### src/rtl/fetch_sched_if.sv
// fetch_sched_if: bus bundle around the multithreaded fetch stage.
// Groups the I-TLB/I-cache side, the F/D outputs to hzu, the isvalid
// feedback, fill notifications and the redirect port.
//   master : the fetch stage (drives fetch_pc/req and the F/D outputs)
//   slave  : the environment (memories, hzu, redirect source)
interface fetch_sched_if #(
    parameter int NTHREADS = 4,
    parameter int PC_W     = 32
);
    localparam int TW = $clog2(NTHREADS);

    logic [PC_W-1:0]     fetch_pc;
    logic                fetch_req;
    logic [31:0]         imem_instr;
    logic                imem_itlb_miss;
    logic                imem_icache_miss;
    logic [NTHREADS-1:0] fill_done;
    logic [TW-1:0]       thread;
    logic [31:0]         instr;
    logic                itlb_miss;
    logic                icache_miss;
    logic                isvalid;
    logic                redirect_valid;
    logic [TW-1:0]       redirect_thread;
    logic [PC_W-1:0]     redirect_pc;

    modport master (
        output fetch_pc, fetch_req,
        output thread, instr, itlb_miss, icache_miss,
        input  imem_instr, imem_itlb_miss, imem_icache_miss,
        input  fill_done, isvalid,
        input  redirect_valid, redirect_thread, redirect_pc
    );

    modport slave (
        input  fetch_pc, fetch_req,
        input  thread, instr, itlb_miss, icache_miss,
        output imem_instr, imem_itlb_miss, imem_icache_miss,
        output fill_done, isvalid,
        output redirect_valid, redirect_thread, redirect_pc
    );
endinterface

### src/rtl/fetch_sched.sv
// fetch_sched: round-robin multithreaded fetch stage feeding hzu.
// Ports: clk, rst (sync, active-high), bus (fetch_sched_if.master);
// with FETCH_PERF_CNT_EN defined also perf_fetched/replays/misses (32b).
module fetch_sched #(
    parameter int              NTHREADS = 4,
    parameter int              PC_W     = 32,
    parameter logic [PC_W-1:0] RESET_PC = PC_W'(32'h0000_1000)
) (
    input  logic clk,
    input  logic rst,
    fetch_sched_if.master bus
`ifdef FETCH_PERF_CNT_EN
    ,
    output logic [31:0] perf_fetched,
    output logic [31:0] perf_replays,
    output logic [31:0] perf_misses
`endif
);
    localparam int TW = $clog2(NTHREADS);

    typedef enum logic [1:0] {
        RUN      = 2'd0,
        MISSWAIT = 2'd1,
        TRAP     = 2'd2
    } tstate_e;

    tstate_e         st_q [NTHREADS];
    tstate_e         st_d [NTHREADS];
    logic [PC_W-1:0] pc_q [NTHREADS];
    logic [PC_W-1:0] pc_d [NTHREADS];
    logic [TW-1:0]   last_q, last_d;

    // F/D register; together with a_pc_q it is in-flight stage A
    logic            fd_vld_q, fd_vld_d;
    logic [TW-1:0]   fd_thr_q, fd_thr_d;
    logic [31:0]     fd_instr_q, fd_instr_d;
    logic            fd_itlb_q, fd_itlb_d;
    logic            fd_ic_q, fd_ic_d;
    logic [PC_W-1:0] a_pc_q, a_pc_d;

    // stage B: the entry hzu is judging this cycle
    logic            b_vld_q, b_vld_d;
    logic [TW-1:0]   b_thr_q, b_thr_d;
    logic [PC_W-1:0] b_pc_q, b_pc_d;
    logic            b_itlb_q, b_itlb_d;
    logic            b_ic_q, b_ic_d;

    logic                vrd_fire;
    logic                vrd_ovr;
    logic                vrd_act;
    logic [NTHREADS-1:0] kill;
    logic [NTHREADS-1:0] elig;
    logic                squash_a;
    logic                found;
    logic [TW-1:0]       sel;
    logic [TW-1:0]       idx;
    logic                req;

    // Non-retire verdict; a redirect to the same thread takes over.
    assign vrd_fire = b_vld_q && !bus.isvalid;
    assign vrd_ovr  = bus.redirect_valid &&
                      (bus.redirect_thread == b_thr_q);
    assign vrd_act  = vrd_fire && !vrd_ovr;

    always_comb begin
        kill = '0;
        if (vrd_fire) begin
            kill[b_thr_q] = 1'b1;
        end
        if (bus.redirect_valid) begin
            kill[bus.redirect_thread] = 1'b1;
        end
    end

    assign squash_a = fd_vld_q && kill[fd_thr_q];

    always_comb begin
        elig = '0;
        for (int t = 0; t < NTHREADS; t++) begin
            elig[t] = (st_q[t] == RUN) && !kill[t];
        end
    end

    // Round-robin search beginning just after the last pick.
    always_comb begin
        sel   = last_q;
        found = 1'b0;
        idx   = '0;
        for (int i = 1; i <= NTHREADS; i++) begin
            idx = last_q + TW'(i);
            if (!found && elig[idx]) begin
                sel   = idx;
                found = 1'b1;
            end
        end
    end

    assign req           = found && !rst;
    assign bus.fetch_req = req;
    assign bus.fetch_pc  = pc_q[sel];

    assign bus.thread      = fd_thr_q;
    assign bus.instr       = fd_instr_q;
    assign bus.itlb_miss   = fd_itlb_q;
    assign bus.icache_miss = fd_ic_q | squash_a;

    // Per-thread run state and PC next-state.
    always_comb begin
        for (int t = 0; t < NTHREADS; t++) begin
            st_d[t] = st_q[t];
            pc_d[t] = pc_q[t];
        end
        last_d = last_q;
        if (req) begin
            pc_d[sel] = pc_q[sel] + PC_W'(4);
            last_d    = sel;
        end
        for (int t = 0; t < NTHREADS; t++) begin
            if (bus.fill_done[t] && st_q[t] == MISSWAIT) begin
                st_d[t] = RUN;
            end
        end
        if (vrd_act) begin
            pc_d[b_thr_q] = b_pc_q;
            unique case (1'b1)
                b_itlb_q: st_d[b_thr_q] = TRAP;
                b_ic_q:   st_d[b_thr_q] = MISSWAIT;
                default:  st_d[b_thr_q] = st_q[b_thr_q];
            endcase
        end
        if (bus.redirect_valid) begin
            pc_d[bus.redirect_thread] = bus.redirect_pc;
            st_d[bus.redirect_thread] = RUN;
        end
    end

    always_ff @(posedge clk) begin
        if (rst) begin
            for (int t = 0; t < NTHREADS; t++) begin
                st_q[t] <= RUN;
            end
        end else begin
            for (int t = 0; t < NTHREADS; t++) begin
                st_q[t] <= st_d[t];
            end
        end
    end

    // F/D load (bubble when nothing selected) and in-flight shift.
    always_comb begin
        fd_vld_d   = 1'b0;
        fd_thr_d   = '0;
        fd_instr_d = '0;
        fd_itlb_d  = 1'b0;
        fd_ic_d    = 1'b1;
        a_pc_d     = '0;
        if (req) begin
            fd_vld_d   = 1'b1;
            fd_thr_d   = sel;
            fd_instr_d = bus.imem_instr;
            fd_itlb_d  = bus.imem_itlb_miss;
            fd_ic_d    = bus.imem_icache_miss;
            a_pc_d     = pc_q[sel];
        end
        b_vld_d  = fd_vld_q && !squash_a;
        b_thr_d  = fd_thr_q;
        b_pc_d   = a_pc_q;
        b_itlb_d = fd_itlb_q;
        b_ic_d   = fd_ic_q;
    end

    always_ff @(posedge clk) begin
        if (rst) begin
            for (int t = 0; t < NTHREADS; t++) begin
                pc_q[t] <= RESET_PC;
            end
            last_q     <= TW'(NTHREADS - 1);
            fd_vld_q   <= 1'b0;
            fd_thr_q   <= '0;
            fd_instr_q <= '0;
            fd_itlb_q  <= 1'b0;
            fd_ic_q    <= 1'b1;
            a_pc_q     <= '0;
            b_vld_q    <= 1'b0;
            b_thr_q    <= '0;
            b_pc_q     <= '0;
            b_itlb_q   <= 1'b0;
            b_ic_q     <= 1'b0;
        end else begin
            for (int t = 0; t < NTHREADS; t++) begin
                pc_q[t] <= pc_d[t];
            end
            last_q     <= last_d;
            fd_vld_q   <= fd_vld_d;
            fd_thr_q   <= fd_thr_d;
            fd_instr_q <= fd_instr_d;
            fd_itlb_q  <= fd_itlb_d;
            fd_ic_q    <= fd_ic_d;
            a_pc_q     <= a_pc_d;
            b_vld_q    <= b_vld_d;
            b_thr_q    <= b_thr_d;
            b_pc_q     <= b_pc_d;
            b_itlb_q   <= b_itlb_d;
            b_ic_q     <= b_ic_d;
        end
    end

`ifdef FETCH_PERF_CNT_EN
    logic        vrd_retire;
    logic        inc_rep;
    logic        inc_miss;
    logic [31:0] fetched_q, replays_q, misses_q;

    assign vrd_retire = b_vld_q && bus.isvalid;
    assign inc_rep    = vrd_act && !b_itlb_q && !b_ic_q;
    assign inc_miss   = vrd_act && (b_itlb_q || b_ic_q);

    // Saturating event counters.
    always_ff @(posedge clk) begin
        if (rst) begin
            fetched_q <= '0;
            replays_q <= '0;
            misses_q  <= '0;
        end else begin
            if (vrd_retire && fetched_q != '1) begin
                fetched_q <= fetched_q + 32'd1;
            end
            if (inc_rep && replays_q != '1) begin
                replays_q <= replays_q + 32'd1;
            end
            if (inc_miss && misses_q != '1) begin
                misses_q <= misses_q + 32'd1;
            end
        end
    end

    assign perf_fetched = fetched_q;
    assign perf_replays = replays_q;
    assign perf_misses  = misses_q;
`endif
endmodule

### src/flat_wrapper.sv
// flat-port wrapper written by rule: the top's interface ports become plain ports
module fetch_sched_flat 
#(
    parameter int              NTHREADS = 4,
    parameter int              PC_W     = 32,
    parameter logic [PC_W-1:0] RESET_PC = PC_W'(32'h0000_1000)
)
  (clk, rst, bus_fetch_pc, bus_fetch_req, bus_thread, bus_instr, bus_itlb_miss, bus_icache_miss, bus_imem_instr, bus_imem_itlb_miss, bus_imem_icache_miss, bus_fill_done, bus_isvalid, bus_redirect_valid, bus_redirect_thread, bus_redirect_pc);
  fetch_sched_if #(.NTHREADS(NTHREADS), .PC_W(PC_W)) bus_i ();
  input  logic clk;
  input  logic rst;
  output wire logic [$bits(bus_i.fetch_pc)-1:0] bus_fetch_pc;
  output wire logic [$bits(bus_i.fetch_req)-1:0] bus_fetch_req;
  output wire logic [$bits(bus_i.thread)-1:0] bus_thread;
  output wire logic [$bits(bus_i.instr)-1:0] bus_instr;
  output wire logic [$bits(bus_i.itlb_miss)-1:0] bus_itlb_miss;
  output wire logic [$bits(bus_i.icache_miss)-1:0] bus_icache_miss;
  input wire logic [$bits(bus_i.imem_instr)-1:0] bus_imem_instr;
  input wire logic [$bits(bus_i.imem_itlb_miss)-1:0] bus_imem_itlb_miss;
  input wire logic [$bits(bus_i.imem_icache_miss)-1:0] bus_imem_icache_miss;
  input wire logic [$bits(bus_i.fill_done)-1:0] bus_fill_done;
  input wire logic [$bits(bus_i.isvalid)-1:0] bus_isvalid;
  input wire logic [$bits(bus_i.redirect_valid)-1:0] bus_redirect_valid;
  input wire logic [$bits(bus_i.redirect_thread)-1:0] bus_redirect_thread;
  input wire logic [$bits(bus_i.redirect_pc)-1:0] bus_redirect_pc;
  assign bus_fetch_pc = bus_i.fetch_pc;
  assign bus_fetch_req = bus_i.fetch_req;
  assign bus_thread = bus_i.thread;
  assign bus_instr = bus_i.instr;
  assign bus_itlb_miss = bus_i.itlb_miss;
  assign bus_icache_miss = bus_i.icache_miss;
  assign bus_i.imem_instr = bus_imem_instr;
  assign bus_i.imem_itlb_miss = bus_imem_itlb_miss;
  assign bus_i.imem_icache_miss = bus_imem_icache_miss;
  assign bus_i.fill_done = bus_fill_done;
  assign bus_i.isvalid = bus_isvalid;
  assign bus_i.redirect_valid = bus_redirect_valid;
  assign bus_i.redirect_thread = bus_redirect_thread;
  assign bus_i.redirect_pc = bus_redirect_pc;
  fetch_sched #(.NTHREADS(NTHREADS), .PC_W(PC_W), .RESET_PC(RESET_PC)) u_core (.clk(clk), .rst(rst), .bus(bus_i));
endmodule
### config.mk
export PLATFORM = sky130hd
export DESIGN_NAME = fetch_sched_flat
export DESIGN_NICKNAME = d
export VERILOG_FILES = /design/src/rtl/fetch_sched_if.sv /design/src/rtl/fetch_sched.sv /design/src/flat_wrapper.sv
export SDC_FILE = /design/constraint.sdc
export NUM_CORES = 1
export LEC_CHECK = 0
export ABC_AREA = 1
export BUFFER_PORTS_ARGS = -buffer_cell sky130_fd_sc_hd__buf_2
export CAP_MARGIN = 20
export CORE_MARGIN = 4
export CORE_UTILIZATION = 50
export CTS_CLUSTER_SIZE = 12
export DETAILED_ROUTE_END_ITERATION = 16
export PLACE_DENSITY = 0.7
export SKIP_CTS_REPAIR_TIMING = 1
export SKIP_LAST_GASP = 1
export SYNTH_ARGS = -nofsm -noshare
export SYNTH_HDL_FRONTEND = slang
export SYNTH_SLANG_ARGS = --single-unit
### constraint.sdc
create_clock -name clk -period 7.9 [get_ports clk]
set_input_delay 1.58 -clock clk [delete_from_list [all_inputs] [get_ports clk]]
set_output_delay 1.58 -clock clk [all_outputs]
set_load 0.005 [all_outputs]
==> metrics <==
detailed router's first-iteration violation count=1976; number of iterations in the first detailed-routing pass=6; count of yosys warnings during synthesis=0; accumulated negative setup slack=0 ns; Fin Hold WS=0.3991 ns; min-delay worst type=flip-flop to flip-flop; count of buffers from port buffering=144; number of antenna-violating nets in the routed design=0; clock edge transition at the registers on the reported setup and hold paths=0.06 ns; area of all sequential standard cells=4885 um^2; P per Cell Area=471.7 nW/um^2; number of max-cap violations=0; Slew Viols, Final=0; global routing usage on met2=0.4974; number of filler instances in the final layout=2554; unrepaired setup endpoints after global routing=false; share of synthesized registers carrying an async set or reset=0; later-pin clock latency in the skew report=0.54 ns; met3 track utilization from global routing=0.06313; HPWL after DPL=29.05 mm; GRT Resource Usage Total=0.3136; FF+latch count, synth=244; pin count of the biggest net entering global routing=62; ratio of routed vias to standard cells=5.713; worst setup skew after layout=0.01067 ns; detail-routed net length per standard cell=18.83 um; mean cell area of the mapped netlist=6.435 um^2; placement row count=58; initial core utilization=0.5120; kind of critical path=input pin to output port; worst path arrival time=5.23 ns; count of nets after finishing=2179; global routing met1 resource utilization=0.4198; number of placed instances with taps included=2404; fraction of layout cells with a size suffix above 1=0.1279; Fmax=146.9 MHz; post-synth top area share=0.3756; total wirelength of the detailed-routed design=46.12 mm; synth-to-layout area growth=12.44%; Antenna Diode Count=0; final routed DRC violation total=0; Bufs on Longest Clock Path=3; number of I/O pins=145; status=completed; number of H-tree branching levels=1; die boundary height=169.3 um; normalized max-slew margin=0.2711; required time of the critical path=6.32 ns; number of clock buffers inserted by TritonCTS=26; area of the die=28650 um^2; via count=13990; Final Critical Period=6.808 ns; TritonCTS clock tree=built; Core Area=25400 um^2; Clock Sink Count=244; cell type with the highest aggregate area in the netlist=dfxtp_1; final RePlAce weighted congestion=0.9553; busiest metal layer after global routing=met2; number of antenna violations at the first check in global routing=0; number of enable flip-flop cells after synthesis=0; total grt overflow=0; die boundary width=169.3 um; leakage power summed over all cells=6.704 nW; cell types with the largest area share after synthesis=dfxtp_1 (38%), nand2_1 (15%), inv_1 (7.6%), a21oi_1 (7.2%), o21ai_0 (6.8%); final hold violation count=0; number of global-route vias before repair=13330; final clock period utilization by the worst path=0.8618; final instance count without filler cells=2449; slew at the pin with the worst max-slew slack=1.093 ns; share of synthesized area occupied by flip-flops and latches=0.3756; critical path capture point type=output port; Worst setup SP type=input pin; multi-input gate area in the final layout=6536 um^2; cell area after synthesis=13000 um^2; Worst IR Drop VDD=0.2921 mV; synthesized net count=2098; Crit Path Max Fanout=61; clock root buffer master=clkbuf_16; wire length of the first global-routing pass=72.62 mm; primary flip-flop cell chosen by synthesis mapping=dfxtp_1; number of instances in the synthesized netlist=2021; count of final setup violators=0; number of distinct standard cells referenced by the synthesized netlist=39
## cells in the mapped netlist (3+ instances only)
master and instances:
nand3_2 5, nand2_2 12, xor2_1 13, a21oi_1 187
nor2_2 8, nor2_1 176, nand2_4 3, nand3b_1 50
clkbuf_1 88, nand3_1 105, buf_6 8, o21ai_0 177
a211oi_1 7, o21ai_1 33, nand2_1 503, clkinv_1 5
o22ai_1 48, o221ai_1 5, buf_4 3, buf_2 16
or2_2 5, o21ai_2 6, dfxtp_1 244, nand4_1 14
o211ai_1 3, inv_1 263, inv_2 15, nor2_4 4
## final timing paths
check / startpoint / to / slack, ns / cells after the start
hold / removal: u_core.a_pc_q[1] / u_core.b_pc_q[1] / 0.40 / 2
hold reg to reg: u_core.a_pc_q[1] / u_core.b_pc_q[1] / 0.40 / 2
setup / recovery: bus_redirect_thread[0] / bus_fetch_pc[1] / 1.09 / 15
setup reg to reg: u_core.last_q[0] / u_core.pc_q[1][24] / 2.94 / 22
## critical path, stage by stage
cell and delay [ns]:
buf_2 0.13, inv_2 0.06, nand3_2 0.05, buf_4 0.45, nand4_2 0.18, nand2_1 0.12
nand2_1 0.07, nand2_2 0.14, nand3_4 0.10, nand2_4 0.53, nand2_4 0.59, inv_2 0.30
nand2_1 0.12, o221ai_1 0.55, buf_2 0.24
## power breakdown
group / internal (mW) / switching [mW]
clock network: 0.678 / 0.510
logic: 1.20 / 2.80
registers: 1.55 / 0.157
total: 3.43 / 3.46
## logic make-up after synthesis
kind of cell / synth area share
fa+ha+maj: 0.0009619
compound gates: 0.1937
buf+inv: 0.1225
simple gates: 0.2979
xor+xnor: 0.009429
flops: 0.3756
## through the flow
step                total power [mW]  cell area [um^2]  setup WS, ns  utilization
CTS                            6.816             14620         1.153       0.5757
global route                   7.417             14620        0.8163       0.5757
global placement               5.564             13810         1.285       0.5439
detailed placement             5.619             13810         1.155       0.5439
finish                         6.898             14620         1.092       0.5757
floorplan                      4.480             13010         3.037            -
## final cells by class
type / instances / area share
inverter: 283 / 0.07264
multi-input combinational: 1377 / 0.4470
clock inverter: 4 / 0.001369
sequential: 244 / 0.3340
timing repair buffer: 170 / 0.06280
tap: 330 / 0.02824
clock buffer: 41 / 0.05391
## sequential cells by signal, indices dropped and copies added (netlist names), 2 cells and up
| name | cells |
|---|---|
| u_core.pc_q | 128 |
| u_core.bus.thread | 2 |
| u_core.a_pc_q | 32 |
| u_core.bus.instr | 32 |
| u_core.st_q | 8 |
| u_core.b_pc_q | 32 |
| u_core.last_q | 2 |
| u_core.b_thr_q | 2 |
## layer usage
metal | routed length (um) | part of all wire
met1 | 18820 | 0.41
met2 | 20140 | 0.44
met3 | 5307 | 0.12
met4 | 1843 | 0.040
met5 | 0 | 0
## placed cells by master, fill, tap and decap left out, types with 3 or more instances in the layout
master	synthesis	routed
clkbuf_8	0	6
nand4_1	14	14
clkbuf_1	88	8
nand3_1	105	105
clkinv_2	0	4
nand2_4	3	3
xor2_1	13	13
o21ai_1	33	33
nor2_4	4	4
buf_4	3	27
or2_2	5	5
inv_1	263	263
o221ai_1	5	5
buf_2	16	143
nand3b_1	50	50
o21ai_2	6	6
o21ai_0	177	177
inv_2	15	15
nor2_2	8	8
nor2_1	176	176
clkinv_1	5	5
o22ai_1	48	48
dfxtp_1	244	244
o211ai_1	3	3
a211oi_1	7	7
nand2_2	12	14
a21oi_1	187	186
clkbuf_16	0	27
nand3_2	5	5
nand2_1	503	501
No activity file was read; power rests on OpenSTA's default activity.
